**src/rtl/mem_arbiter_pkg.sv**
```systemverilog
// mem_arbiter_pkg
//   Shared types for the core: base opcodes, ALU operation codes, and the
//   state/owner encodings used by the shared-memory arbiter.
//   No ports (package).
package mem_arbiter_pkg;

  // Base integer opcodes (instruction bits [6:0])
  localparam logic [6:0] OPC_LUI    = 7'b0110111;
  localparam logic [6:0] OPC_AUIPC  = 7'b0010111;
  localparam logic [6:0] OPC_JAL    = 7'b1101111;
  localparam logic [6:0] OPC_JALR   = 7'b1100111;
  localparam logic [6:0] OPC_BRANCH = 7'b1100011;
  localparam logic [6:0] OPC_LOAD   = 7'b0000011;
  localparam logic [6:0] OPC_STORE  = 7'b0100011;
  localparam logic [6:0] OPC_OP_IMM = 7'b0010011;
  localparam logic [6:0] OPC_OP     = 7'b0110011;

  typedef enum logic [3:0] {
    ALU_ADD  = 4'd0,
    ALU_SUB  = 4'd1,
    ALU_AND  = 4'd2,
    ALU_OR   = 4'd3,
    ALU_XOR  = 4'd4,
    ALU_SLL  = 4'd5,
    ALU_SRL  = 4'd6,
    ALU_SRA  = 4'd7,
    ALU_SLT  = 4'd8,
    ALU_SLTU = 4'd9
  } alu_op_e;

  // Arbiter transaction phases
  typedef enum logic [1:0] {
    ARB_IDLE = 2'd0,
    ARB_REQ  = 2'd1,
    ARB_WAIT = 2'd2
  } arb_state_e;

  // Requester identities; also the bit index into the arbiter request vector
  typedef enum logic {
    OWNER_IF = 1'b0,
    OWNER_LS = 1'b1
  } owner_e;

  function automatic owner_e other_owner(input owner_e o);
    return (o == OWNER_IF) ? OWNER_LS : OWNER_IF;
  endfunction

endpackage

```
**src/rtl/mem_arbiter_rr_arb2.sv**
```systemverilog
// rr_arb2
//   Two-way round-robin grant. A lone request always wins; on a tie the
//   requester that did not win last time is granted.
//   Ports:
//     req        [1:0] request vector, bit 0 = IF, bit 1 = LS
//     last_grant       owner granted most recently
//     gnt        [1:0] one-hot grant (all zero when nothing requests)
module rr_arb2
  import mem_arbiter_pkg::*;
(
  input  logic [1:0] req,
  input  owner_e     last_grant,
  output logic [1:0] gnt
);

  always_comb begin
    gnt = 2'b00;
    unique case (req)
      2'b01:   gnt = 2'b01;
      2'b10:   gnt = 2'b10;
      2'b11:   gnt = (other_owner(last_grant) == OWNER_IF) ? 2'b01 : 2'b10;
      default: gnt = 2'b00;
    endcase
  end

endmodule

```
**src/rtl/mem_arbiter.sv**
```systemverilog
// mem_arbiter
//   Shares one memory port between the fetch (IF) and load/store (LS)
//   units with exactly one transaction in flight. Grants are round-robin,
//   request fields are captured at the handshake and replayed to memory,
//   and a stalled transaction is abandoned with an error response after
//   TIMEOUT cycles.
//   Ports:
//     clk, rst                  clock, synchronous active-high reset
//     if_req_* / if_addr        fetch read request (valid/ready)
//     if_rsp_valid / if_rdata   fetch response pulse and held read data
//     ls_req_* / ls_addr / ls_wen / ls_wdata / ls_wmask
//                               load/store request (valid/ready)
//     ls_rsp_valid / ls_rdata   load/store response pulse and held data
//     rsp_err                   timeout flag, valid with either rsp pulse
//     mem_req_* / mem_addr / mem_wen / mem_wdata / mem_wmask
//                               request to the shared memory port
//     mem_rsp_valid / mem_rdata memory response
//   TIMEOUT must be at least 2.
module mem_arbiter
  import mem_arbiter_pkg::*;
#(
  parameter int ADDR_W  = 32,
  parameter int DATA_W  = 32,
  parameter int TIMEOUT = 255
) (
  input  logic                clk,
  input  logic                rst,
  input  logic                if_req_valid,
  output logic                if_req_ready,
  input  logic [ADDR_W-1:0]   if_addr,
  output logic                if_rsp_valid,
  output logic [DATA_W-1:0]   if_rdata,
  input  logic                ls_req_valid,
  output logic                ls_req_ready,
  input  logic [ADDR_W-1:0]   ls_addr,
  input  logic                ls_wen,
  input  logic [DATA_W-1:0]   ls_wdata,
  input  logic [DATA_W/8-1:0] ls_wmask,
  output logic                ls_rsp_valid,
  output logic [DATA_W-1:0]   ls_rdata,
  output logic                rsp_err,
  output logic                mem_req_valid,
  input  logic                mem_req_ready,
  output logic [ADDR_W-1:0]   mem_addr,
  output logic                mem_wen,
  output logic [DATA_W-1:0]   mem_wdata,
  output logic [DATA_W/8-1:0] mem_wmask,
  input  logic                mem_rsp_valid,
  input  logic [DATA_W-1:0]   mem_rdata
);

  localparam int MASK_W = DATA_W / 8;
  localparam int CNT_W  = $clog2(TIMEOUT + 1);
  // The counter reads 0 in the first cycle after the grant and the error
  // response is registered, so firing at TIMEOUT-2 puts the error pulse
  // exactly TIMEOUT cycles after the grant cycle.
  localparam logic [CNT_W-1:0] CNT_LAST = CNT_W'(TIMEOUT - 2);

  arb_state_e          state_q, state_d;
  owner_e              owner_q, owner_d;
  owner_e              last_q, last_d;
  logic [ADDR_W-1:0]   addr_q, addr_d;
  logic                wen_q, wen_d;
  logic [DATA_W-1:0]   wdata_q, wdata_d;
  logic [MASK_W-1:0]   wmask_q, wmask_d;
  logic [CNT_W-1:0]    cnt_q, cnt_d;
  logic                if_rsp_valid_q, if_rsp_valid_d;
  logic                ls_rsp_valid_q, ls_rsp_valid_d;
  logic                rsp_err_q, rsp_err_d;
  logic [DATA_W-1:0]   if_rdata_q, if_rdata_d;
  logic [DATA_W-1:0]   ls_rdata_q, ls_rdata_d;

  logic [1:0]          arb_req;
  logic [1:0]          arb_gnt;
  logic                timeout_hit;
  logic                deliver;
  logic                deliver_err;
  logic [DATA_W-1:0]   deliver_data;

  // Requests are only offered to the arbiter when the port is free, so the
  // grant vector doubles as the ready outputs.
  assign arb_req = (state_q == ARB_IDLE && !rst) ? {ls_req_valid, if_req_valid} : 2'b00;

  rr_arb2 u_rr_arb2 (
    .req        (arb_req),
    .last_grant (last_q),
    .gnt        (arb_gnt)
  );

  assign timeout_hit = (cnt_q == CNT_LAST);

  assign if_req_ready  = arb_gnt[0];
  assign ls_req_ready  = arb_gnt[1];
  // Reset masks the strobes immediately rather than one edge later
  assign mem_req_valid = (state_q == ARB_REQ) && !rst;
  assign if_rsp_valid  = if_rsp_valid_q && !rst;
  assign ls_rsp_valid  = ls_rsp_valid_q && !rst;
  assign rsp_err       = rsp_err_q && !rst;
  assign if_rdata      = if_rdata_q;
  assign ls_rdata      = ls_rdata_q;
  assign mem_addr      = addr_q;
  assign mem_wen       = wen_q;
  assign mem_wdata     = wdata_q;
  assign mem_wmask     = wmask_q;

  always_comb begin
    state_d        = state_q;
    owner_d        = owner_q;
    last_d         = last_q;
    addr_d         = addr_q;
    wen_d          = wen_q;
    wdata_d        = wdata_q;
    wmask_d        = wmask_q;
    cnt_d          = cnt_q;
    if_rsp_valid_d = 1'b0;
    ls_rsp_valid_d = 1'b0;
    rsp_err_d      = 1'b0;
    if_rdata_d     = if_rdata_q;
    ls_rdata_d     = ls_rdata_q;
    deliver        = 1'b0;
    deliver_err    = 1'b0;
    deliver_data   = '0;

    unique case (state_q)
      ARB_IDLE: begin
        if (arb_gnt[0]) begin
          owner_d = OWNER_IF;
          last_d  = OWNER_IF;
          addr_d  = if_addr;
          wen_d   = 1'b0;
          wdata_d = '0;
          wmask_d = '0;
          cnt_d   = '0;
          state_d = ARB_REQ;
        end else if (arb_gnt[1]) begin
          owner_d = OWNER_LS;
          last_d  = OWNER_LS;
          addr_d  = ls_addr;
          wen_d   = ls_wen;
          wdata_d = ls_wdata;
          wmask_d = ls_wmask;
          cnt_d   = '0;
          state_d = ARB_REQ;
        end
      end
      ARB_REQ: begin
        // A response before memory accepted the request cannot be ours
        if (timeout_hit) begin
          deliver     = 1'b1;
          deliver_err = 1'b1;
        end else begin
          cnt_d = cnt_q + CNT_W'(1);
          if (mem_req_ready) begin
            state_d = ARB_WAIT;
          end
        end
      end
      ARB_WAIT: begin
        // A real response wins over a timeout landing in the same cycle
        if (mem_rsp_valid) begin
          deliver      = 1'b1;
          deliver_data = mem_rdata;
        end else if (timeout_hit) begin
          deliver     = 1'b1;
          deliver_err = 1'b1;
        end else begin
          cnt_d = cnt_q + CNT_W'(1);
        end
      end
      default: state_d = ARB_IDLE;
    endcase

    if (deliver) begin
      state_d   = ARB_IDLE;
      rsp_err_d = deliver_err;
      if (owner_q == OWNER_IF) begin
        if_rsp_valid_d = 1'b1;
        if_rdata_d     = deliver_data;
      end else begin
        ls_rsp_valid_d = 1'b1;
        ls_rdata_d     = deliver_data;
      end
    end
  end

  // Reset leaves LS as the last winner so IF takes the first tie
  always_ff @(posedge clk) begin
    if (rst) begin
      state_q        <= ARB_IDLE;
      owner_q        <= OWNER_IF;
      last_q         <= OWNER_LS;
      addr_q         <= '0;
      wen_q          <= 1'b0;
      wdata_q        <= '0;
      wmask_q        <= '0;
      cnt_q          <= '0;
      if_rsp_valid_q <= 1'b0;
      ls_rsp_valid_q <= 1'b0;
      rsp_err_q      <= 1'b0;
      if_rdata_q     <= '0;
      ls_rdata_q     <= '0;
    end else begin
      state_q        <= state_d;
      owner_q        <= owner_d;
      last_q         <= last_d;
      addr_q         <= addr_d;
      wen_q          <= wen_d;
      wdata_q        <= wdata_d;
      wmask_q        <= wmask_d;
      cnt_q          <= cnt_d;
      if_rsp_valid_q <= if_rsp_valid_d;
      ls_rsp_valid_q <= ls_rsp_valid_d;
      rsp_err_q      <= rsp_err_d;
      if_rdata_q     <= if_rdata_d;
      ls_rdata_q     <= ls_rdata_d;
    end
  end

endmodule

```
**config.mk**
```make
export PLATFORM = sky130hd
export DESIGN_NAME = mem_arbiter
export DESIGN_NICKNAME = d
export VERILOG_FILES = /design/src/rtl/mem_arbiter_pkg.sv /design/src/rtl/mem_arbiter_rr_arb2.sv /design/src/rtl/mem_arbiter.sv
export SDC_FILE = /design/constraint.sdc
export NUM_CORES = 1
export LEC_CHECK = 0
export CELL_PAD_IN_SITES_DETAIL_PLACEMENT = 0
export CELL_PAD_IN_SITES_GLOBAL_PLACEMENT = 1
export CORE_UTILIZATION = 31
export DETAILED_ROUTE_END_ITERATION = 10
export PLACE_DENSITY = 0.8
export SLEW_MARGIN = 20
export SYNTH_ARGS = -nofsm -noshare
export SYNTH_HDL_FRONTEND = slang
export SYNTH_HIERARCHICAL = 1
export SYNTH_SLANG_ARGS = --single-unit
export TNS_END_PERCENT = 100
```
**constraint.sdc**
```tcl
create_clock -name clk -period 3.1 [get_ports clk]
set_clock_uncertainty 0.15 [all_clocks]
set_input_delay 0.31 -clock clk [delete_from_list [all_inputs] [get_ports clk]]
set_output_delay 0.31 -clock clk [all_outputs]
set_load 0.1 [all_outputs]
```
==> results.cfg <==
[route]
drc = 0
wl_um = 17350
route.vias.total = 5500
drt_iter0_drc = 191
drt_pass1_iterations = 4
vias_per_cell = 4.595
wl_per_cell_um = 14.49
drtAntennaViolNets = 0

[sta]
drv_slew = 0
fmaxAchievable_mhz = 362.8
setup_tns_ns = 0
slew_headroom = 0.4408
hold_viol = 0
setup_viol_count_final = 0
fin_crit_sh = 0.8891
tightest_slew_ns = 0.8388
hold-worst-slack_ns = 0.02300
rsz0062_at_grt = false
finalCriticalPeriod_ns = 2.756

[die]
start_util = 0.3202
row_count = 51
die_h_um = 144.5
dieArea_um2 = 20880
pin_count = 278
die_x_um = 144.5
coreArea_um2 = 19650

[setup_path]
cp.required_ns = 2.64
cp_max_fo = 70
cp_slowest_cell = dfxtp_1
crit_type = flop to primary output
r2r_end = cnt_q[3]
path_buf_inv = 3
crit_end = if_req_ready
worst-endpoint-arrival_ns = 2.30
start_kind = flop
critPathLaunch = state_q[0]
cp_cell_sequence = inv_1, ha_1, and3b_1, a21boi_4, buf_12, buf_12
cp.depth = 6
reg2reg_slack_ns = 0.47
crit_family = buffers and inverters
reg2reg_depth = 8
max_stage_delay_ns = 0.41
cp-end-kind = primary output
crit_path_frequent_cell = buf_12
reg2reg_from = state_q[0]

[clock_network]
cts_setup_buffers = 0
clockBufferDepth = 2
postCtsHoldBufs = 0
clock_latency_ns = 0.42
cts_tree = built
path_clk_slew_ns = 0.07
cts_max_level = 4
numCtsBuffers = 17
cts_sinks = 148
cts-resized-gates = 0
clock-root-buffer = clkbuf_16

[synthesis]
synth_mux_area_frac = 0.1559
synthCells = 663
ys_seq_elements = 148
synth_area_per_cell_um2 = 9.493
synthAdderAreaFrac = 0.01392
syn-cell-area_um2 = 6294
synth_cell_type_count = 41
synth_top_area_frac = 0.4708
yosys-top-cells-area = dfxtp_1, mux2i_1, nand2b_1
synth_top_family_by_area = simple AND/OR/NAND/NOR gates
yosys-top-cells-count = dfxtp_1, mux2i_1, nand2_1
yosys_warnings = 6
ys_seq_area_frac = 0.4708
yosysMostFrequentCell = dfxtp_1
synth_edf_count = 0
yosys.area_share.simple = 0.2153
async_reset_ff_frac = 0
synthXorXnorAreaFrac = 0
yosysTopAreaCell = dfxtp_1
yosys_most_used_dff = dfxtp_1
syn-num-nets = 809
synth_compound_area_frac = 0.09901

[hold_path]
hold_class = input pin to flop

[place]
gp_congestion = 0.7165
dp.cells = 1165
hpwl_um = 12170
io_buffers = 277

[pwr]
total_power_w = 0.006807
ir_drop_v = 0.0004475
leakage_nw = 4.058
power_per_cell_area_nw_per_um2 = 712.2

[layout]
post-route-util = 0.4863
fin_nets = 1065
layout.cells.non_filler = 1197
syn2layout_area_growth_pct = 51.87
drive_gt1_frac = 0.2092
antenna_cells = 0

[run]
maxCapViolCount = 0

[global_route]
antenna_found_initial = 0
grt_usage = 0.1645
grt_max_degree = 82
grtUsageMet3 = 0.07980
grt_busiest_layer = met2
grt_use_met1 = 0.1984
grt_pass1_wl_um = 26480
met2_usage = 0.2566
grt_pass1_vias = 5197
gr-total-overflow = 0

[status]
status = complete, no violations
==> how the worst min path moves through the flow <==
stage                       start             to  cells after the start
floorplan                cnt_q[4]       cnt_q[4]                      2
global placement    mem_wdata[14]  mem_wdata[14]                      2
detailed placement   mem_wmask[0]   mem_wmask[0]                      2
CTS                           rst   mem_wdata[3]                      2
global route                  rst   mem_wdata[3]                      2
finish                        rst   mem_wdata[3]                      2
==> where the power goes <==
part	total (W)	leakage, nW	switching [W]	internal, W
Combinational	0.00264	2.58	0.00192	0.000721
Clock	0.00197	0.271	0.000908	0.00106
Sequential	0.00220	1.20	0.000107	0.00209
==> routing by layer <==
layer  share of wire  wire length, µm  up-vias
met1            0.44             7710     2482
met4           0.010              180        0
li1                -                -     2802
met2            0.44             7678      200
met5               0                0        -
met3            0.10             1779       16
==> metrics by stage <==
| stage | area [µm²] | worst slack (ns) |
|---|---|---|
| 4_1_cts | 9558 | 0.3089 |
| 2_1_floorplan | 6316 | 0.01667 |
| 5_1_grt | 9558 | 0.1970 |
| 3_5_place_dp | 8994 | 0.4191 |
| 6_report | 9558 | 0.3438 |
| 3_3_place_gp | 8994 | 0.4408 |
==> area by class of cell <==
| cell class | count | area (µm²) |
|---|---|---|
| fill | 1924 | 10100 |
| timing repair buffer | 289 | 2575 |
| tap | 265 | 331.6 |
| sequential | 148 | 2963 |
| multi-input combinational | 452 | 3083 |
| clock buffer | 18 | 429.2 |
| inverter | 11 | 41.29 |
| clock inverter | 14 | 135.1 |
==> state kept, by name, summed over array words and instances, names as in the netlist <==
name            flops
ls_rdata           32
rsp_err_q           1
ls_rsp_valid_q      1
mem_addr           32
mem_wen             1
if_rsp_valid_q      1
mem_wmask           4
mem_wdata          32
if_rdata           32
owner_q             1
cnt_q               8
last_q              1
state_q             2
==> kinds of logic (layout without fill, tap and decap cells) <==
group	count (synthesis)	in the layout
compound gates	98	98
simple gates	249	249
buf+inv	63	332
mux	98	98
fa+ha+maj	7	7
flops	148	148
==> cell usage in the layout, fill, tap and decap left out, types with 3 or more instances in the layout <==
master | synthesis | routed
o21ai_0 | 4 | 4
ha_1 | 7 | 7
nor2_1 | 35 | 34
inv_6 | 0 | 5
dfxtp_1 | 148 | 148
a21oi_1 | 47 | 47
clkdlybuf4s50_1 | 0 | 137
nand2b_1 | 65 | 65
nand3_1 | 3 | 3
mux2i_1 | 98 | 98
clkinv_4 | 0 | 3
buf_4 | 0 | 147
nor3_1 | 3 | 3
nand2_1 | 78 | 78
o31ai_1 | 4 | 4
nand3b_1 | 38 | 38
or4_1 | 4 | 4
a211oi_1 | 33 | 33
nor4_1 | 3 | 3
clkbuf_16 | 0 | 17
inv_8 | 0 | 3
inv_1 | 11 | 11
buf_12 | 0 | 5
nor2b_1 | 4 | 4
Power figures use the tool's default switching activity.
